<file path="src/rtl/instruction_fetch.sv">
// -----------------------------------------------------------------------------
// instruction_fetch
//   Fetch stage for a 2^ADDR_W-word, word-addressed instruction memory. It owns
//   the PC, presents it as the memory address, and captures the word returned
//   in the same cycle into the IF/ID pipeline register. It supports a hazard
//   stall and a redirect (EX branch or ID jump) that flushes IF/ID. It also
//   keeps saturating counters of captured instructions and flush bubbles.
//
// Ports
//   clk, rst         clock; synchronous active-high reset
//   stall            hold PC and IF/ID
//   branch_taken     EX branch taken; PC <= branch_target
//   branch_target    absolute word address of the branch
//   jump             ID jump; PC <= jump_target (loses to branch_taken)
//   jump_target      absolute word address of the jump
//   imem_addr        address to the instruction memory (= pc)
//   imem_instr       instruction word returned combinationally
//   pc               current fetch PC
//   if_id_instr      registered instruction for decode (0 = NOP)
//   if_id_pc_plus1   registered fetch PC + 1, wrapped
//   if_id_valid      IF/ID holds a real instruction (0 = bubble)
//   fetch_cnt        saturating count of valid captures
//   bubble_cnt       saturating count of flush bubbles
// -----------------------------------------------------------------------------
module instruction_fetch #(
  parameter int ADDR_W = 5,
  parameter int DATA_W = 32,
  parameter int CNT_W  = 16
) (
  input  logic              clk,
  input  logic              rst,
  input  logic              stall,
  input  logic              branch_taken,
  input  logic [ADDR_W-1:0] branch_target,
  input  logic              jump,
  input  logic [ADDR_W-1:0] jump_target,
  output logic [ADDR_W-1:0] imem_addr,
  input  logic [DATA_W-1:0] imem_instr,
  output logic [ADDR_W-1:0] pc,
  output logic [DATA_W-1:0] if_id_instr,
  output logic [ADDR_W-1:0] if_id_pc_plus1,
  output logic              if_id_valid,
  output logic [CNT_W-1:0]  fetch_cnt,
  output logic [CNT_W-1:0]  bubble_cnt
);

  localparam logic [ADDR_W-1:0] ADDR_ONE = {{(ADDR_W-1){1'b0}}, 1'b1};
  localparam logic [CNT_W-1:0]  CNT_ONE  = {{(CNT_W-1){1'b0}}, 1'b1};
  localparam logic [CNT_W-1:0]  CNT_MAX  = {CNT_W{1'b1}};

  logic [ADDR_W-1:0] pc_r;
  logic [DATA_W-1:0] instr_r;
  logic [ADDR_W-1:0] pc_plus1_r;
  logic              valid_r;
  logic [CNT_W-1:0]  fetch_cnt_r;
  logic [CNT_W-1:0]  bubble_cnt_r;

  logic [ADDR_W-1:0] pc_inc_s;
  logic [ADDR_W-1:0] next_pc_s;
  logic              redirect_s;

  // Natural wrap of the ADDR_W-bit add gives the 31 -> 0 rollover.
  assign pc_inc_s   = pc_r + ADDR_ONE;
  assign redirect_s = branch_taken | jump;

  // Next-PC selection: branch (older instruction) beats jump, redirect beats stall.
  always_comb begin
    next_pc_s = pc_inc_s;
    if (branch_taken) begin
      next_pc_s = branch_target;
    end else if (jump) begin
      next_pc_s = jump_target;
    end else if (stall) begin
      next_pc_s = pc_r;
    end else begin
      next_pc_s = pc_inc_s;
    end
  end

  // PC register.
  always_ff @(posedge clk) begin
    if (rst) begin
      pc_r <= {ADDR_W{1'b0}};
    end else begin
      pc_r <= next_pc_s;
    end
  end

  // IF/ID register: flush on redirect, hold on stall, otherwise capture.
  always_ff @(posedge clk) begin
    if (rst) begin
      instr_r    <= {DATA_W{1'b0}};
      pc_plus1_r <= {ADDR_W{1'b0}};
      valid_r    <= 1'b0;
    end else if (redirect_s) begin
      instr_r    <= {DATA_W{1'b0}};
      pc_plus1_r <= {ADDR_W{1'b0}};
      valid_r    <= 1'b0;
    end else if (!stall) begin
      instr_r    <= imem_instr;
      pc_plus1_r <= pc_inc_s;
      valid_r    <= 1'b1;
    end
  end

  // Saturating performance counters.
  always_ff @(posedge clk) begin
    if (rst) begin
      fetch_cnt_r  <= {CNT_W{1'b0}};
      bubble_cnt_r <= {CNT_W{1'b0}};
    end else if (redirect_s) begin
      if (bubble_cnt_r != CNT_MAX) begin
        bubble_cnt_r <= bubble_cnt_r + CNT_ONE;
      end
    end else if (!stall) begin
      if (fetch_cnt_r != CNT_MAX) begin
        fetch_cnt_r <= fetch_cnt_r + CNT_ONE;
      end
    end
  end

  assign imem_addr      = pc_r;
  assign pc             = pc_r;
  assign if_id_instr    = instr_r;
  assign if_id_pc_plus1 = pc_plus1_r;
  assign if_id_valid    = valid_r;
  assign fetch_cnt      = fetch_cnt_r;
  assign bubble_cnt     = bubble_cnt_r;

endmodule
</file>
<file path="config.mk">
export PLATFORM = sky130hd
export DESIGN_NAME = instruction_fetch
export DESIGN_NICKNAME = d
export VERILOG_FILES = /design/src/rtl/instruction_fetch.sv
export SDC_FILE = /design/constraint.sdc
export NUM_CORES = 1
export LEC_CHECK = 0
export BUFFER_PORTS_ARGS = -buffer_cell sky130_fd_sc_hd__buf_2
export CORE_MARGIN = 2
export CORE_UTILIZATION = 51
export CTS_BUF_LIST = sky130_fd_sc_hd__clkbuf_2
export CTS_CLUSTER_DIAMETER = 100
export DETAILED_ROUTE_END_ITERATION = 6
export PLACE_DENSITY = 0.82
export SLEW_MARGIN = 25
export SYNTH_ARGS = -nofsm -noshare
export SYNTH_HDL_FRONTEND = slang
export SYNTH_SLANG_ARGS = --single-unit
</file>
<file path="constraint.sdc">
create_clock -name clk -period 2.8 [get_ports clk]
set_input_delay 0.14 -clock clk [delete_from_list [all_inputs] [get_ports clk]]
set_output_delay 0.14 -clock clk [all_outputs]
set_load 0.01 [all_outputs]
</file>
==> run metrics, run 1 <==
Worst EP arrival=approximately 2.8 ns; Clk pwr share=37.3%; Worst setup startpoint=fetch_cnt[1]; die span in x=85.5 µm; Initial DRT Pass Iterations=5; Fillers=449; Die Y-Extent=around 85 µm; Placeable Area=approximately 6400 µm²; Final Hold Vio Count=0; Core Rows=29; Placer Congestion=about 0.83; post-synthesis sequential area ratio=around 44%; CP endpoint=fetch_cnt[14]; pin count of the biggest net entering global routing=50; switching share of power=between 20% and 30%; highest clock rate=approximately 430 MHz; most frequent cells in the layout=buf_2 (126), dfxtp_1 (75), nor2_1 (57); DRT iter0 DRCs=about 210; count of final max-slew check failures=0; via/cell ratio=between 5 and 6; clk_lat worst skew=between 0.5 and 0.6 ns; Critical Path Max Stage Delay=between 0.5 and 0.6 ns; status=finished clean; reg2reg end=fetch_cnt[14]; worst r2r src=fetch_cnt[1]; first-pass GRT wire length=14.8 mm; VDD IR max=337 µV; combinational power share=around 11%; clock slew at reported path FFs=0.22 ns; number of global-route vias before repair=3103; Die Area=roughly 7300 µm²; layout cells sized above 1=30.1%; Critical Path RT=3.27 ns; Final Cell Area=4620 µm²; static leakage=between 0.002 and 0.0025 µW; Synth Cell Area=roughly 3400 µm²; Placed Area=4020 µm²; DP Wirelength=approximately 5.6 mm; max_cap viols=0; net count reported at finish=between 500 and 600; Layout Area Growth over Synthesis=36.3%; Crit. End Element=flop; I/O Pins=127; Worst path slowest cell=or4b_1; cell family with the largest share of critical-path delay=simple AND/OR/NAND/NOR gates; initial antenna violation count=0; complex-gate fraction of the synthesized area=10.2%; clock root buffer=clkbuf_2; Yosys cell types=43; area of the multi-input gates=~1700 µm²; gr usage total=around 25%; Tmin final=2.31 ns; cell chain of the critical path=ha_1 -> or4b_1 -> or3_1 -> or4_1 -> a21oi_1; overall power=between 2000 and 2500 µW; Post-route DRC=0; WL final=approximately 9.6 mm; sequential power share=between 50% and 60%; Rel. slew slack=44.4%; P per Cell Area=between 400 and 500 nW/µm²; worst path bufs/invs=0; worst min-delay path category=in -> reg; Synth Warn #=0; Post-Synthesis Net Count=427; Post-Synth Simple-Gate Area=between 20% and 30%; CP Class=reg -> reg; Initial Utilization=a little over half; Clock Skew=about 0.016 ns; Critical Path Source Type=flop; Clock Path Buffers=2; Reg2Reg Setup Slack=around 0.5 ns; via count=around 3400; grt total ovfl=0; mux share of post-synthesis cell area=15.6%; clock net sink count=75; DRT antenna net count=0; worst slew pin tran=roughly 0.83 ns; critical path depth=5; CTS Buf Count=9; fraction of the mapped netlist area in adder cells=under 10%; unrepaired setup endpoints after global routing=false; commonest non-fill, non-tap cell in the layout=buf_2; setup_tns=0 ns; Synth Instances=between 300 and 400; NetSw=about 560 µW; Avg Cell Area, Syn=roughly 9.0 µm²; CTS HTree Levels=3; XOR/XNOR Fraction of Synth Area=under 10%; Final setup violation count=0; Worst R2R Path Depth=5; Reg area=~1500 µm²; routed length per placed instance=~16 µm; diodes inserted=0; largest family of logic cells by synthesized area=simple AND/OR/NAND/NOR gates; post_cts resized=0; worst-path fanout max=8; number of buffers added on ports=roughly 130; final cycle utilization of the critical path=a little over 80%; CTS tree=built; cell-internal power=~1600 µW; synthesized flop and latch total=75
==> cells by family (layout without fill, tap and decap cells) <==
family | count (synthesis) | in the layout
and+or+nand+nor | 157 | 157
DFF | 75 | 75
AOI/OAI and AO/OA | 51 | 51
muxes | 51 | 51
buffers and inverters | 36 | 198
xor gates and xnor gates | 4 | 4
adders and majority gates | 3 | 3
==> routing by layer <==
metal / track usage [%] / wire, µm
met5: 0 / 0
met2: 41.7 / 4690
met3: 8.28 / 840
met1: 31.4 / 3980
met4: 7.65 / 72
==> how the worst min path moves through the flow <==
stage / start / end / slack, ns / cells after the start
finish: stall / fetch_cnt[6] / 0.04 / 3
global route: stall / fetch_cnt[6] / 0.03 / 3
CTS: branch_taken / imem_addr[2] / 0.003 / 3
detailed placement: imem_instr[22] / if_id_instr[22] / 0.38 / 3
global placement: imem_instr[15] / if_id_instr[15] / 0.37 / 3
floorplan: branch_target[3] / imem_addr[3] / 0.27 / 2
==> power groups by stage <==
stage                     Clock (µW)  Sequential [µW]  Combinational (µW)
after CTS                        813             1110                 238
after detailed placement           0             1130                 194
after global routing             874             1120                 269
after floorplan                    0             1140                 114
final                            811             1110                 249
after global placement             0             1130                 189
==> worst register-to-register path, cell delays in order, from the launching register on <==
cell	delay (ns)
dfxtp_1	0.44
ha_1	0.20
or4b_1	0.56
or3_1	0.45
or4_1	0.49
a21oi_1	0.14
==> area by class of cell <==
type / count / area share (%)
flip-flops and latches: 75 / 32.5
multi-input cells: 266 / 37.3
well taps: 77 / 2.09
repair buffers: 174 / 23.8
inverters: 8 / 0.650
clock inverters: 7 / 2.68
clock buffers: 9 / 0.976
==> cell usage after synthesis <==
cell type / instances / area, µm²
and3_1: 1 / 6.26
or3_1: 5 / 31.3
mux2i_1: 38 / 380
a31oi_1: 2 / 12.5
nor3_1: 8 / 40.0
clkbuf_1: 17 / 63.8
mux2_2: 13 / 146
or4_1: 5 / 37.5
o211ai_1: 2 / 15.0
a2111oi_0: 1 / 8.76
or4b_1: 1 / 10.0
nand3_1: 11 / 55.1
xor2_1: 2 / 17.5
o2111ai_1: 1 / 8.76
and4_1: 2 / 17.5
buf_2: 1 / 5.00
nand2_1: 24 / 90.1
or2_2: 2 / 12.5
a21boi_0: 1 / 7.51
o211a_1: 1 / 10.0
buf_1: 3 / 11.3
o31ai_1: 4 / 30.0
inv_1: 8 / 30.0
nand2b_1: 3 / 18.8
clkbuf_2: 1 / 5.00
and2_1: 1 / 6.26
xnor2_1: 2 / 17.5
nand4b_1: 1 / 8.76
a41oi_1: 1 / 8.76
buf_6: 1 / 11.3
nor2_1: 57 / 214
a21oi_1: 14 / 70.1
nor2b_1: 17 / 106
ha_1: 3 / 37.5
nor4b_1: 1 / 8.76
o21ai_0: 8 / 40.0
o311ai_0: 7 / 61.3
nand4_1: 6 / 37.5
nor4_1: 12 / 75.1
dfxtp_1: 75 / 1500
a211oi_1: 4 / 30.0
o41ai_1: 5 / 43.8
buf_4: 5 / 37.5
==> metrics by stage <==
step	util (%)	setup WS, ns	instances	hold WS (ns)
2_1_floorplan	-	0.567	377	0.274
3_3_place_gp	62.9	0.620	557	0.367
3_5_place_dp	62.9	0.530	557	0.379
4_1_cts	71.8	0.515	613	0.00321
5_1_grt	72.3	0.367	616	0.0290
6_report	72.3	0.492	616	0.0396
==> registers in the layout (all words and copies together) (netlist names) <==
signal	cells
if_id_pc_plus1	5
if_id_instr	32
imem_addr	5
if_id_valid	1
fetch_cnt	16
bubble_cnt	16
==> timing repair <==
item | CTS | global route
setup buffers | 0 | 0
hold buffers | 40 | 3
endpoints found under the hold margin | 37 | 3
(Power assumes the default switching activity.)
==> run 2: changes to the inputs <==
--- a/config.mk
+++ b/config.mk
@@ -7,11 +7,11 @@
 export LEC_CHECK = 0
 export BUFFER_PORTS_ARGS = -buffer_cell sky130_fd_sc_hd__buf_2
 export CORE_MARGIN = 2
-export CORE_UTILIZATION = 51
+export CORE_UTILIZATION = 46
 export CTS_BUF_LIST = sky130_fd_sc_hd__clkbuf_2
 export CTS_CLUSTER_DIAMETER = 100
 export DETAILED_ROUTE_END_ITERATION = 6
-export PLACE_DENSITY = 0.82
+export PLACE_DENSITY = 0.78
 export SLEW_MARGIN = 25
 export SYNTH_ARGS = -nofsm -noshare
 export SYNTH_HDL_FRONTEND = slang
==> constraint.sdc (replaced) <==
create_clock -name clk -period 2 [get_ports clk]
set_input_delay 0.1 -clock clk [delete_from_list [all_inputs] [get_ports clk]]
set_output_delay 0.1 -clock clk [all_outputs]
set_load 0.01 [all_outputs]
==> run metrics, run 2 (synthesized netlist as in run 1, its figures left out) <==
status=finished with violations; number of buffers added on ports=~130; worst hold path depth=4; grt total ovfl=0; Tmin final=2.02 ns; gr usage total=23.1%; clock net sink count=75; CTS tree=built; Layout Area Growth over Synthesis=39.9%; via/cell ratio=5.25; Placer Congestion=approximately 0.86; via count=~3400; Initial Utilization=47.2%; Worst path slowest cell=or4b_4; Die Y-Extent=89.8 µm; Final setup violation count=2; Clock Path Buffers=2; P per Cell Area=around 570 nW/µm²; diodes inserted=0; number of global-route vias before repair=between 3000 and 4000; Critical Path Max Stage Delay=about 0.46 ns; Core Rows=31; Placed Area=between 4000 and 5000 µm²; initial antenna violation count=0; Crit. End Element=flop; CTS HTree Levels=3; Fillers=569; final core utilization=66.0%; most frequent cells in the layout=buf_2 (126), dfxtp_1 (72), nor2_1 (57); DRT antenna net count=0; routed length per placed instance=~15 µm; VDD IR max=around 340 µV; Rel. slew slack=around 54%; Finished Layout Cells=653; count of final max-slew check failures=0; Die Area=between 8000 and 9000 µm²; clock root buffer=clkbuf_2; worst-path fanout max=6; highest clock rate=about 500 MHz; first-pass GRT wire length=15.4 mm; Clock Skew=0.0211 ns; net count reported at finish=600; I/O Pins=roughly 130; DRT iter0 DRCs=~170; failing checks=setup timing; Hold EP=fetch_cnt[6]; layout cells sized above 1=32.9%; pin count of the biggest net entering global routing=48; max_cap viols=0; clk_lat worst skew=roughly 0.5 ns; Reg2Reg Setup Slack=-0.02 ns; final cycle utilization of the critical path=101%; Post-route DRC=0; final hold slack=around 0.056 ns; worst r2r src=fetch_cnt[0]; worst slew pin tran=between 0.6 and 0.7 ns; commonest non-fill, non-tap cell in the layout=buf_2; clock slew at reported path FFs=0.21 ns; Initial DRT Pass Iterations=4; Final Hold Vio Count=0; count of placed standard cells including taps=between 500 and 600; max reg flops=32; Worst R2R Path Depth=6; Critical Path Source Type=flop; CTS Buf Count=9; setup_tns=-0.0348 ns; cell chain of the critical path=ha_4 -> or4b_4 -> or3_4 -> buf_4 -> or3_1 -> a21oi_1; Placeable Area=~7200 µm²; Worst EP arrival=about 2.5 ns; Final Cell Area=around 4700 µm²; WL final=between 9 and 10 mm; Hold Path Origin=branch_taken; reg2reg end=fetch_cnt[12]; setup ws final=-0.0176 ns; DP Wirelength=5.91 mm; CP Class=reg -> reg; worst min-delay path category=in -> reg; Critical Path RT=around 2.5 ns; static leakage=approximately 0.0022 µW; setup repair bufs after CTS=0; die span in x=89.8 µm; unrepaired setup endpoints after global routing=true
[run 2: cell count changes in the layout (fill, tap and decap cells not counted), sizes merged]
cell	previous run	this run
clkinv	1	3
buf	131	146
bufinv	3	1
inv	10	9
dlygate4sd3	43	44
[run 2: how the worst max path moves through the flow]
stage / startpoint / to / slack [ns] / cells after the start
4_1_cts: fetch_cnt[0] / fetch_cnt[14] / -0.02 / 5
6_report: fetch_cnt[0] / fetch_cnt[12] / -0.02 / 6
5_1_grt: fetch_cnt[0] / fetch_cnt[12] / -0.05 / 6
3_5_place_dp: fetch_cnt[0] / fetch_cnt[12] / -0.04 / 6
2_1_floorplan: fetch_cnt[0] / fetch_cnt[14] / -0.12 / 7
3_3_place_gp: fetch_cnt[0] / fetch_cnt[12] / 0.01 / 6
[run 2: layout make-up]
class                      instances  area (µm²)  area share, %
clock buffer                       9        45.0          0.951
clock inverter                     6        56.3           1.19
inverter                           8        30.0          0.634
multi-input combinational        266        1750           37.0
sequential                        75        1510           31.9
tap                               99         124           2.61
timing repair buffer             190        1220           25.8
[run 2: through the flow]
step / setup WS (ns) / power, µW
after detailed placement: -0.0422 / 1870
final: -0.0176 / 2720
after global placement: 0.0124 / 1860
after floorplan: -0.125 / 1760
after global routing: -0.0539 / 2840
after CTS: -0.0193 / 2730
[run 2: routing by layer]
metal,wire (µm),global-route usage [%],vias to the layer above
met5,0,0,-
met2,4360,38.0,129
met3,734,6.62,16
met1,4240,28.7,1591
met4,144,9.36,0
li1,-,-,1689
[run 2: timing repair]
| item | CTS | global route |
|---|---|---|
| hold buffers | 44 | 0 |
| gates resized for setup | 2 | 3 |
| gates cloned | 0 | 0 |
| setup endpoints to repair | 3 | 4 |
| pin swaps | 0 | 0 |
| hold endpoints to repair | 40 | 0 |
[run 2: where the power goes]
| group | switching [µW] | internal [µW] | total, µW |
|---|---|---|---|
| clock network | 529 | 273 | 802 |
| logic | 171 | 192 | 363 |
| registers | 31.0 | 1530 | 1560 |
[run 2: worst max-delay path: cells and delay by family (launching register included)]
kind,cells,cell delay [ns]
adder cells (fa/ha/maj),1,0.13
flip-flops,1,0.41
buffers and inverters,1,0.15
AND/OR/NAND/NOR,3,1.17
AO/OA/AOI/OAI,1,0.11
